$ cat src/rtl/dca_matrix_row_streamer_if.sv
// Bundles the three handshake groups of the row streamer: instruction in,
// memory read request/response, and the outgoing tensor-row stream.
// master = the streamer itself, slave = its environment (LSU memory + consumer).
interface dca_matrix_row_streamer_if #(
   parameter int MATRIX_SIZE_PARA = 8,
   parameter int BW_TENSOR_SCALAR = 32,
   parameter int BW_ADDR          = 32
);
   localparam int BW_TENSOR_ROW = MATRIX_SIZE_PARA * BW_TENSOR_SCALAR;
   localparam int BW_NUM_ROW    = $clog2(MATRIX_SIZE_PARA) + 1;

   logic                     inst_wvalid;
   logic                     inst_wready;
   logic [BW_ADDR-1:0]       inst_addr;
   logic [BW_ADDR-1:0]       inst_stride;
   logic [BW_NUM_ROW-1:0]    inst_num_row;

   logic                     mem_rrequest;
   logic                     mem_rready;
   logic [BW_ADDR-1:0]       mem_raddr;
   logic                     mem_rdvalid;
   logic [BW_TENSOR_ROW-1:0] mem_rdata;

   logic                     load_tensor_row_wvalid;
   logic                     load_tensor_row_wready;
   logic                     load_tensor_row_wlast;
   logic [BW_TENSOR_ROW-1:0] load_tensor_row_wdata;

   modport master (
      input  inst_wvalid, inst_addr, inst_stride, inst_num_row,
      output inst_wready,
      output mem_rrequest, mem_raddr,
      input  mem_rready, mem_rdvalid, mem_rdata,
      output load_tensor_row_wvalid, load_tensor_row_wlast, load_tensor_row_wdata,
      input  load_tensor_row_wready
   );

   modport slave (
      output inst_wvalid, inst_addr, inst_stride, inst_num_row,
      input  inst_wready,
      input  mem_rrequest, mem_raddr,
      output mem_rready, mem_rdvalid, mem_rdata,
      input  load_tensor_row_wvalid, load_tensor_row_wlast, load_tensor_row_wdata,
      output load_tensor_row_wready
   );
endinterface

$ cat src/rtl/dca_matrix_row_streamer.sv
// Row streamer: accepts one load instruction (base, stride, row count), issues
// credit-limited row reads to memory, buffers responses in a small FIFO and
// emits them as a tensor-row stream with wlast on the final row.
module dca_matrix_row_streamer #(
   parameter int MATRIX_SIZE_PARA = 8,
   parameter int BW_TENSOR_SCALAR = 32,
   parameter int BW_ADDR          = 32,
   parameter int FIFO_DEPTH       = 4
) (
   input  logic clk,
   input  logic rst,
   input  logic clear,
   input  logic enable,
   output logic busy,
   dca_matrix_row_streamer_if.master bus
);
   localparam int BW_TENSOR_ROW = MATRIX_SIZE_PARA * BW_TENSOR_SCALAR;
   localparam int BW_NUM_ROW    = $clog2(MATRIX_SIZE_PARA) + 1;
   localparam int PTR_W         = $clog2(FIFO_DEPTH);
   localparam int CNT_W         = PTR_W + 1;

   typedef enum logic [1:0] {
      ST_IDLE  = 2'd0,
      ST_ISSUE = 2'd1,
      ST_DRAIN = 2'd2
   } state_t;

   state_t                   state_r;
   logic [BW_ADDR-1:0]       addr_r;
   logic [BW_ADDR-1:0]       stride_r;
   logic [BW_NUM_ROW-1:0]    remain_r;      // requests still to issue
   logic [BW_NUM_ROW-1:0]    rsp_remain_r;  // responses still expected for this instruction
   logic [CNT_W-1:0]         outstanding_r;
   logic [CNT_W-1:0]         drop_cnt_r;
   logic [CNT_W-1:0]         fifo_cnt_r;
   logic [PTR_W-1:0]         wr_ptr_r;
   logic [PTR_W-1:0]         rd_ptr_r;
   logic [BW_TENSOR_ROW-1:0] fifo_data_r [FIFO_DEPTH];
   logic [FIFO_DEPTH-1:0]    fifo_last_r;

   logic [CNT_W-1:0]         credit_s;
   logic [CNT_W-1:0]         drop_pend_s;
   logic [CNT_W-1:0]         drop_clear_s;
   logic [BW_NUM_ROW-1:0]    num_sat_s;
   logic                     inst_ready_s;
   logic                     inst_hs_s;
   logic                     rreq_s;
   logic                     req_hs_s;
   logic                     push_s;
   logic                     drop_s;
   logic                     wvalid_s;
   logic                     pop_s;
   logic                     head_last_s;
   logic                     rsp_last_s;

   // Handshake decode and credit accounting from the registered state.
   always_comb begin
      credit_s     = CNT_W'(FIFO_DEPTH) - fifo_cnt_r - outstanding_r;
      inst_ready_s = (state_r == ST_IDLE) && enable && (drop_cnt_r == {CNT_W{1'b0}});
      inst_hs_s    = bus.inst_wvalid && inst_ready_s;
      rreq_s       = (state_r == ST_ISSUE) && enable &&
                     (remain_r != {BW_NUM_ROW{1'b0}}) && (credit_s != {CNT_W{1'b0}});
      req_hs_s     = rreq_s && bus.mem_rready;
      drop_s       = bus.mem_rdvalid && (drop_cnt_r != {CNT_W{1'b0}});
      push_s       = bus.mem_rdvalid && (drop_cnt_r == {CNT_W{1'b0}});
      wvalid_s     = enable && (fifo_cnt_r != {CNT_W{1'b0}});
      pop_s        = wvalid_s && bus.load_tensor_row_wready;
      head_last_s  = fifo_last_r[rd_ptr_r];
      rsp_last_s   = (rsp_remain_r == BW_NUM_ROW'(1));
      // Over-long instructions are clipped to one full matrix.
      if (bus.inst_num_row > BW_NUM_ROW'(MATRIX_SIZE_PARA)) begin
         num_sat_s = BW_NUM_ROW'(MATRIX_SIZE_PARA);
      end else begin
         num_sat_s = bus.inst_num_row;
      end
      // On abort, every read still in flight must be swallowed when it returns;
      // a response arriving in the abort cycle itself is already accounted for.
      drop_pend_s = drop_cnt_r + outstanding_r;
      if (bus.mem_rdvalid && (drop_pend_s != {CNT_W{1'b0}})) begin
         drop_clear_s = drop_pend_s - CNT_W'(1);
      end else begin
         drop_clear_s = drop_pend_s;
      end
   end

   // Outputs are forced low while reset is asserted so the reset cycle is quiet.
   assign bus.inst_wready            = ~rst & inst_ready_s;
   assign bus.mem_rrequest           = ~rst & rreq_s;
   assign bus.mem_raddr              = rst ? {BW_ADDR{1'b0}} : addr_r;
   assign bus.load_tensor_row_wvalid = ~rst & wvalid_s;
   assign bus.load_tensor_row_wlast  = ~rst & wvalid_s & head_last_s;
   assign bus.load_tensor_row_wdata  = rst ? {BW_TENSOR_ROW{1'b0}} : fifo_data_r[rd_ptr_r];
   assign busy = ~rst & ((state_r != ST_IDLE) || (fifo_cnt_r != {CNT_W{1'b0}}) ||
                         (drop_cnt_r != {CNT_W{1'b0}}));

   // Control FSM, read/credit counters, drop tracking and the row FIFO.
   always_ff @(posedge clk) begin
      if (rst) begin
         state_r       <= ST_IDLE;
         addr_r        <= {BW_ADDR{1'b0}};
         stride_r      <= {BW_ADDR{1'b0}};
         remain_r      <= {BW_NUM_ROW{1'b0}};
         rsp_remain_r  <= {BW_NUM_ROW{1'b0}};
         outstanding_r <= {CNT_W{1'b0}};
         drop_cnt_r    <= {CNT_W{1'b0}};
         fifo_cnt_r    <= {CNT_W{1'b0}};
         wr_ptr_r      <= {PTR_W{1'b0}};
         rd_ptr_r      <= {PTR_W{1'b0}};
         fifo_last_r   <= {FIFO_DEPTH{1'b0}};
         for (int i = 0; i < FIFO_DEPTH; i++) begin
            fifo_data_r[i] <= {BW_TENSOR_ROW{1'b0}};
         end
      end else if (clear) begin
         state_r       <= ST_IDLE;
         remain_r      <= {BW_NUM_ROW{1'b0}};
         rsp_remain_r  <= {BW_NUM_ROW{1'b0}};
         outstanding_r <= {CNT_W{1'b0}};
         drop_cnt_r    <= drop_clear_s;
         fifo_cnt_r    <= {CNT_W{1'b0}};
         wr_ptr_r      <= {PTR_W{1'b0}};
         rd_ptr_r      <= {PTR_W{1'b0}};
      end else begin
         case (state_r)
            ST_IDLE: begin
               if (inst_hs_s && (num_sat_s != {BW_NUM_ROW{1'b0}})) begin
                  addr_r   <= bus.inst_addr;
                  stride_r <= bus.inst_stride;
                  remain_r <= num_sat_s;
                  state_r  <= ST_ISSUE;
               end
            end
            ST_ISSUE: begin
               if (req_hs_s) begin
                  addr_r   <= addr_r + stride_r;
                  remain_r <= remain_r - BW_NUM_ROW'(1);
                  if (remain_r == BW_NUM_ROW'(1)) begin
                     state_r <= ST_DRAIN;
                  end
               end
            end
            ST_DRAIN: begin
               if (pop_s && head_last_s) begin
                  state_r <= ST_IDLE;
               end
            end
            default: begin
               state_r <= ST_IDLE;
            end
         endcase

         // Responses return in request order, so the last one of the
         // instruction is recognised by counting responses down.
         if (inst_hs_s && (state_r == ST_IDLE)) begin
            rsp_remain_r <= num_sat_s;
         end else if (push_s && (rsp_remain_r != {BW_NUM_ROW{1'b0}})) begin
            rsp_remain_r <= rsp_remain_r - BW_NUM_ROW'(1);
         end

         outstanding_r <= outstanding_r + CNT_W'(req_hs_s) - CNT_W'(push_s);
         fifo_cnt_r    <= fifo_cnt_r + CNT_W'(push_s) - CNT_W'(pop_s);

         if (drop_s) begin
            drop_cnt_r <= drop_cnt_r - CNT_W'(1);
         end

         if (push_s) begin
            fifo_data_r[wr_ptr_r] <= bus.mem_rdata;
            fifo_last_r[wr_ptr_r] <= rsp_last_s;
            wr_ptr_r              <= wr_ptr_r + PTR_W'(1);
         end

         if (pop_s) begin
            rd_ptr_r <= rd_ptr_r + PTR_W'(1);
         end
      end
   end
endmodule
$ cat src/flat_wrapper.sv
// flat-port wrapper written by rule: the top's interface ports become plain ports
module dca_matrix_row_streamer_flat 
#(
   parameter int MATRIX_SIZE_PARA = 8,
   parameter int BW_TENSOR_SCALAR = 32,
   parameter int BW_ADDR          = 32,
   parameter int FIFO_DEPTH       = 4
)
  (clk, rst, clear, enable, busy, bus_inst_wvalid, bus_inst_addr, bus_inst_stride, bus_inst_num_row, bus_inst_wready, bus_mem_rrequest, bus_mem_raddr, bus_mem_rready, bus_mem_rdvalid, bus_mem_rdata, bus_load_tensor_row_wvalid, bus_load_tensor_row_wlast, bus_load_tensor_row_wdata, bus_load_tensor_row_wready);
  dca_matrix_row_streamer_if #(.MATRIX_SIZE_PARA(MATRIX_SIZE_PARA), .BW_TENSOR_SCALAR(BW_TENSOR_SCALAR), .BW_ADDR(BW_ADDR)) bus_i ();
  input  logic clk;
  input  logic rst;
  input  logic clear;
  input  logic enable;
  output logic busy;
  input wire logic [$bits(bus_i.inst_wvalid)-1:0] bus_inst_wvalid;
  input wire logic [$bits(bus_i.inst_addr)-1:0] bus_inst_addr;
  input wire logic [$bits(bus_i.inst_stride)-1:0] bus_inst_stride;
  input wire logic [$bits(bus_i.inst_num_row)-1:0] bus_inst_num_row;
  output wire logic [$bits(bus_i.inst_wready)-1:0] bus_inst_wready;
  output wire logic [$bits(bus_i.mem_rrequest)-1:0] bus_mem_rrequest;
  output wire logic [$bits(bus_i.mem_raddr)-1:0] bus_mem_raddr;
  input wire logic [$bits(bus_i.mem_rready)-1:0] bus_mem_rready;
  input wire logic [$bits(bus_i.mem_rdvalid)-1:0] bus_mem_rdvalid;
  input wire logic [$bits(bus_i.mem_rdata)-1:0] bus_mem_rdata;
  output wire logic [$bits(bus_i.load_tensor_row_wvalid)-1:0] bus_load_tensor_row_wvalid;
  output wire logic [$bits(bus_i.load_tensor_row_wlast)-1:0] bus_load_tensor_row_wlast;
  output wire logic [$bits(bus_i.load_tensor_row_wdata)-1:0] bus_load_tensor_row_wdata;
  input wire logic [$bits(bus_i.load_tensor_row_wready)-1:0] bus_load_tensor_row_wready;
  assign bus_i.inst_wvalid = bus_inst_wvalid;
  assign bus_i.inst_addr = bus_inst_addr;
  assign bus_i.inst_stride = bus_inst_stride;
  assign bus_i.inst_num_row = bus_inst_num_row;
  assign bus_inst_wready = bus_i.inst_wready;
  assign bus_mem_rrequest = bus_i.mem_rrequest;
  assign bus_mem_raddr = bus_i.mem_raddr;
  assign bus_i.mem_rready = bus_mem_rready;
  assign bus_i.mem_rdvalid = bus_mem_rdvalid;
  assign bus_i.mem_rdata = bus_mem_rdata;
  assign bus_load_tensor_row_wvalid = bus_i.load_tensor_row_wvalid;
  assign bus_load_tensor_row_wlast = bus_i.load_tensor_row_wlast;
  assign bus_load_tensor_row_wdata = bus_i.load_tensor_row_wdata;
  assign bus_i.load_tensor_row_wready = bus_load_tensor_row_wready;
  dca_matrix_row_streamer #(.MATRIX_SIZE_PARA(MATRIX_SIZE_PARA), .BW_TENSOR_SCALAR(BW_TENSOR_SCALAR), .BW_ADDR(BW_ADDR), .FIFO_DEPTH(FIFO_DEPTH)) u_core (.clk(clk), .rst(rst), .clear(clear), .enable(enable), .busy(busy), .bus(bus_i));
endmodule
$ cat config.mk
export PLATFORM = sky130hd
export DESIGN_NAME = dca_matrix_row_streamer_flat
export DESIGN_NICKNAME = d
export VERILOG_FILES = /design/src/rtl/dca_matrix_row_streamer_if.sv /design/src/rtl/dca_matrix_row_streamer.sv /design/src/flat_wrapper.sv
export SDC_FILE = /design/constraint.sdc
export NUM_CORES = 2
export LEC_CHECK = 0
export ABC_AREA = 1
export CORE_AREA = 2 2 326 328
export DETAILED_ROUTE_END_ITERATION = 7
export DIE_AREA = 0 0 328 330
export PLACE_DENSITY = 0.69
export SLEW_MARGIN = 20
export SYNTH_ARGS = -nofsm -noshare
export SYNTH_HDL_FRONTEND = slang
export SYNTH_SLANG_ARGS = --single-unit
$ cat constraint.sdc
create_clock -name clk -period 12.1 [get_ports clk]
set_input_delay 2.42 -clock clk [delete_from_list [all_inputs] [get_ports clk]]
set_output_delay 2.42 -clock clk [all_outputs]
set_load 0.01 [all_outputs]
==> flow_summary.json <==
{
  "fp.dieW_um": 328,
  "hp-class": "reg2reg",
  "drt_iter0_drc": 4077,
  "ys_seq_area_share_pct": 62.6,
  "worstMarginPinSlew_ps": 1270,
  "wl_met3_um": 12600,
  "postPlaceCellArea_mm2": 0.0591,
  "p_per_area_mw_per_mm2": 146,
  "port_buffers": 624,
  "tritoncts": "built",
  "cp_max_fo": 148,
  "grt_pass1_wl_um": 231000,
  "async_flop_share_pct": 0,
  "dr.max_layer_used": "met5",
  "place_hpwl_um": 87000,
  "insertion_delay_ps": 730,
  "p_leak_nw": 25.3,
  "antenna_found_initial": 27,
  "wl_per_cell_um": 20.1,
  "yosysUniqueCellTypes": 42,
  "path_cells": "buf_8 -> buf_12 -> buf_4 -> nor2_1 -> clkdlybuf4s50_1",
  "power_frac_comb_pct": 10.6,
  "numCtsBuffers": 116,
  "clkTransAtPathRegs_ps": 60,
  "clockPowerShare_pct": 40.5,
  "rows": 119,
  "fin_skew_ps": 28.3,
  "pwr-share-seq_pct": 48.8,
  "syn_inst": 5684,
  "final_area_mm2": 0.0632,
  "r2r_cells": 12,
  "synthesis.nets": 6071,
  "pre_cts_slack_ps": 4080,
  "slowest_stage": "buf_4",
  "route.met2.wl_um": 75000,
  "drv_cap": 0,
  "root_buffer": "clkbuf_16",
  "internal-power_mw": 6.98,
  "ys_seq_elements": 1117,
  "timing.rr.start": "u_core.drop_cnt_r[1]",
  "start_util_pct": 49.7,
  "syn_avg_cell_area_um2": 9.16,
  "crit_start": "rst",
  "relSlewSlack_pct": 15.6,
  "grt.overflow.total": 0,
  "cts_buffer_depth": 3,
  "clock.fmax_mhz": 132,
  "cts_setup_buffers": 0,
  "routed_wl_um": 153000,
  "cp.arrival_ps": 5180,
  "synth_area_mm2": 0.0521,
  "cts-resized-gates": 0,
  "vias": 41200,
  "power.switching_mw": 2.23,
  "cp.required_ps": 9680,
  "status": "finished, final reports clean",
  "fin_hold_ws_ps": 457,
  "max_stage_delay_ps": 750,
  "cts.sinks": 1117,
  "htree_levels": 3,
  "final_net_count": 6496,
  "grt_pass1_vias": 40100,
  "hold_depth": 2,
  "dominantRegCellSynth": "edfxtp_1",
  "fin_ws_ps": 4500,
  "via_per_inst": 5.41,
  "finalCriticalPeriod_ps": 7600,
  "m1WireLength_um": 59900,
  "finalHoldViolations": 0,
  "pin_count": 625,
  "yosys_warnings": 0,
  "core-area_mm2": 0.105,
  "grt_start_max_net_pins": 206,
  "stdcell_count": 7615,
  "area_growth_pct": 21.3,
  "dieArea_mm2": 0.108,
  "worst_setup_path_start_kind": "input port",
  "synth-edff-count": 1024,
  "ant_nets": 0,
  "layout_common_cells": "nor2_1, edfxtp_1, clkdlybuf4s50_1, o21ai_0, inv_1",
  "final_common_cell": "nor2_1",
  "hold_buffers": 0,
  "rsz0062_at_grt": "false",
  "end_kind": "output pin",
  "r2r_end": "u_core.fifo_data_r[2][126]",
  "die_y_um": 330,
  "drive_gt1_share_pct": 4.11,
  "setup_viol_count_final": 0,
  "timing_worst_setup_path_type": "in2out",
  "grt_util_all_layers_pct": 27.6,
  "switching_share_pct": 24.3,
  "period_share_pct": 62.8,
  "maxSlewViolCount": 0,
  "cp-endpoint": "bus_mem_raddr[9]",
  "drc": 0,
  "tns_ps": 0,
  "gp_congestion": 0.905,
  "vdd_drop_max_mv": 0.129,
  "reg2reg_slack_ps": 6800,
  "dp.cells": 7380,
  "firstDrtPassIters": 5
}
worst max-delay path, delay by kind of cell:
family,cells,cell delay (ps)
buffers and inverters,4,2490
and+or+nand+nor,1,160
registers in the layout (all words and copies together), names as in the netlist, 4 cells and up, named ones only:
name	flops
u_core.fifo_data_r	1024
u_core.remain_r	4
u_core.rsp_remain_r	4
u_core.fifo_last_r	4
u_core.stride_r	32
u_core.addr_r	32
cell families (layout without fill, tap and decap cells):
group | Yosys count | in the layout | share of synthesized area [%]
AND/OR/NAND/NOR | 2713 | 2713 | 20.3
other | 0 | 15 | 0
flip-flops | 1117 | 1117 | 62.6
adder cells (fa/ha/maj) | 55 | 55 | 1.38
XOR/XNOR | 22 | 22 | 0.370
buffers and inverters | 865 | 1390 | 6.44
multiplexers | 1 | 1 | 0.0192
AO/OA/AOI/OAI | 911 | 911 | 8.84
per-layer routing:
metal	GRT usage (%)	vias up
li1	-	19500
met1	35.2	19700
met2	46.7	1670
met3	5.37	281
met4	10.4	24
met5	0	-
layout make-up:
type / count / area [um2]
clock inverters: 85 / 937
flip-flops and latches: 1117 / 32600
diodes: 15 / 37.5
repair buffers: 667 / 6700
multi-input cells: 3702 / 16200
fillers: 8814 / 41500
well taps: 1391 / 1740
inverters: 505 / 1920
clock buffers: 133 / 3060
cells in the mapped netlist (all sizes together), types with 10 or more instances:
cell type     n  area share (%)
xnor2        11            0.19
o21ai       549             5.3
nand4        10            0.15
nor2       2068              15
a21oi       351             3.4
dfxtp        93             3.6
edfxtp     1024              59
clkbuf      272             2.0
nor3        129             1.2
ha           51             1.2
nand3        98            0.97
nand2       398             2.9
inv         503             3.6
xor2         11            0.19
buf          88            0.84
worst min path at each step:
stage | start | endpoint | slack, ps
after floorplan | u_core.fifo_last_r[2] | u_core.fifo_last_r[2] | 420
after global placement | u_core.fifo_last_r[2] | u_core.fifo_last_r[2] | 450
after detailed placement | u_core.fifo_last_r[2] | u_core.fifo_last_r[2] | 450
after CTS | u_core.fifo_last_r[2] | u_core.fifo_last_r[2] | 460
after global routing | u_core.fifo_last_r[2] | u_core.fifo_last_r[2] | 480
final | u_core.fifo_last_r[2] | u_core.fifo_last_r[2] | 460
power by group through the flow:
stage | clock network (mW) | registers (mW) | logic, mW
CTS | 3.76 | 4.50 | 0.982
global route | 3.91 | 4.51 | 1.08
floorplan | 0 | 4.61 | 0.526
detailed placement | 0 | 4.58 | 0.976
global placement | 0 | 4.57 | 0.963
finish | 3.73 | 4.50 | 0.980
through the flow:
step	util, %	power, mW
finish	60.3	9.21
detailed placement	56.4	5.55
global placement	56.4	5.53
floorplan	-	5.13
CTS	60.3	9.24
global route	60.3	9.50
Power figures use the tool's default switching activity.
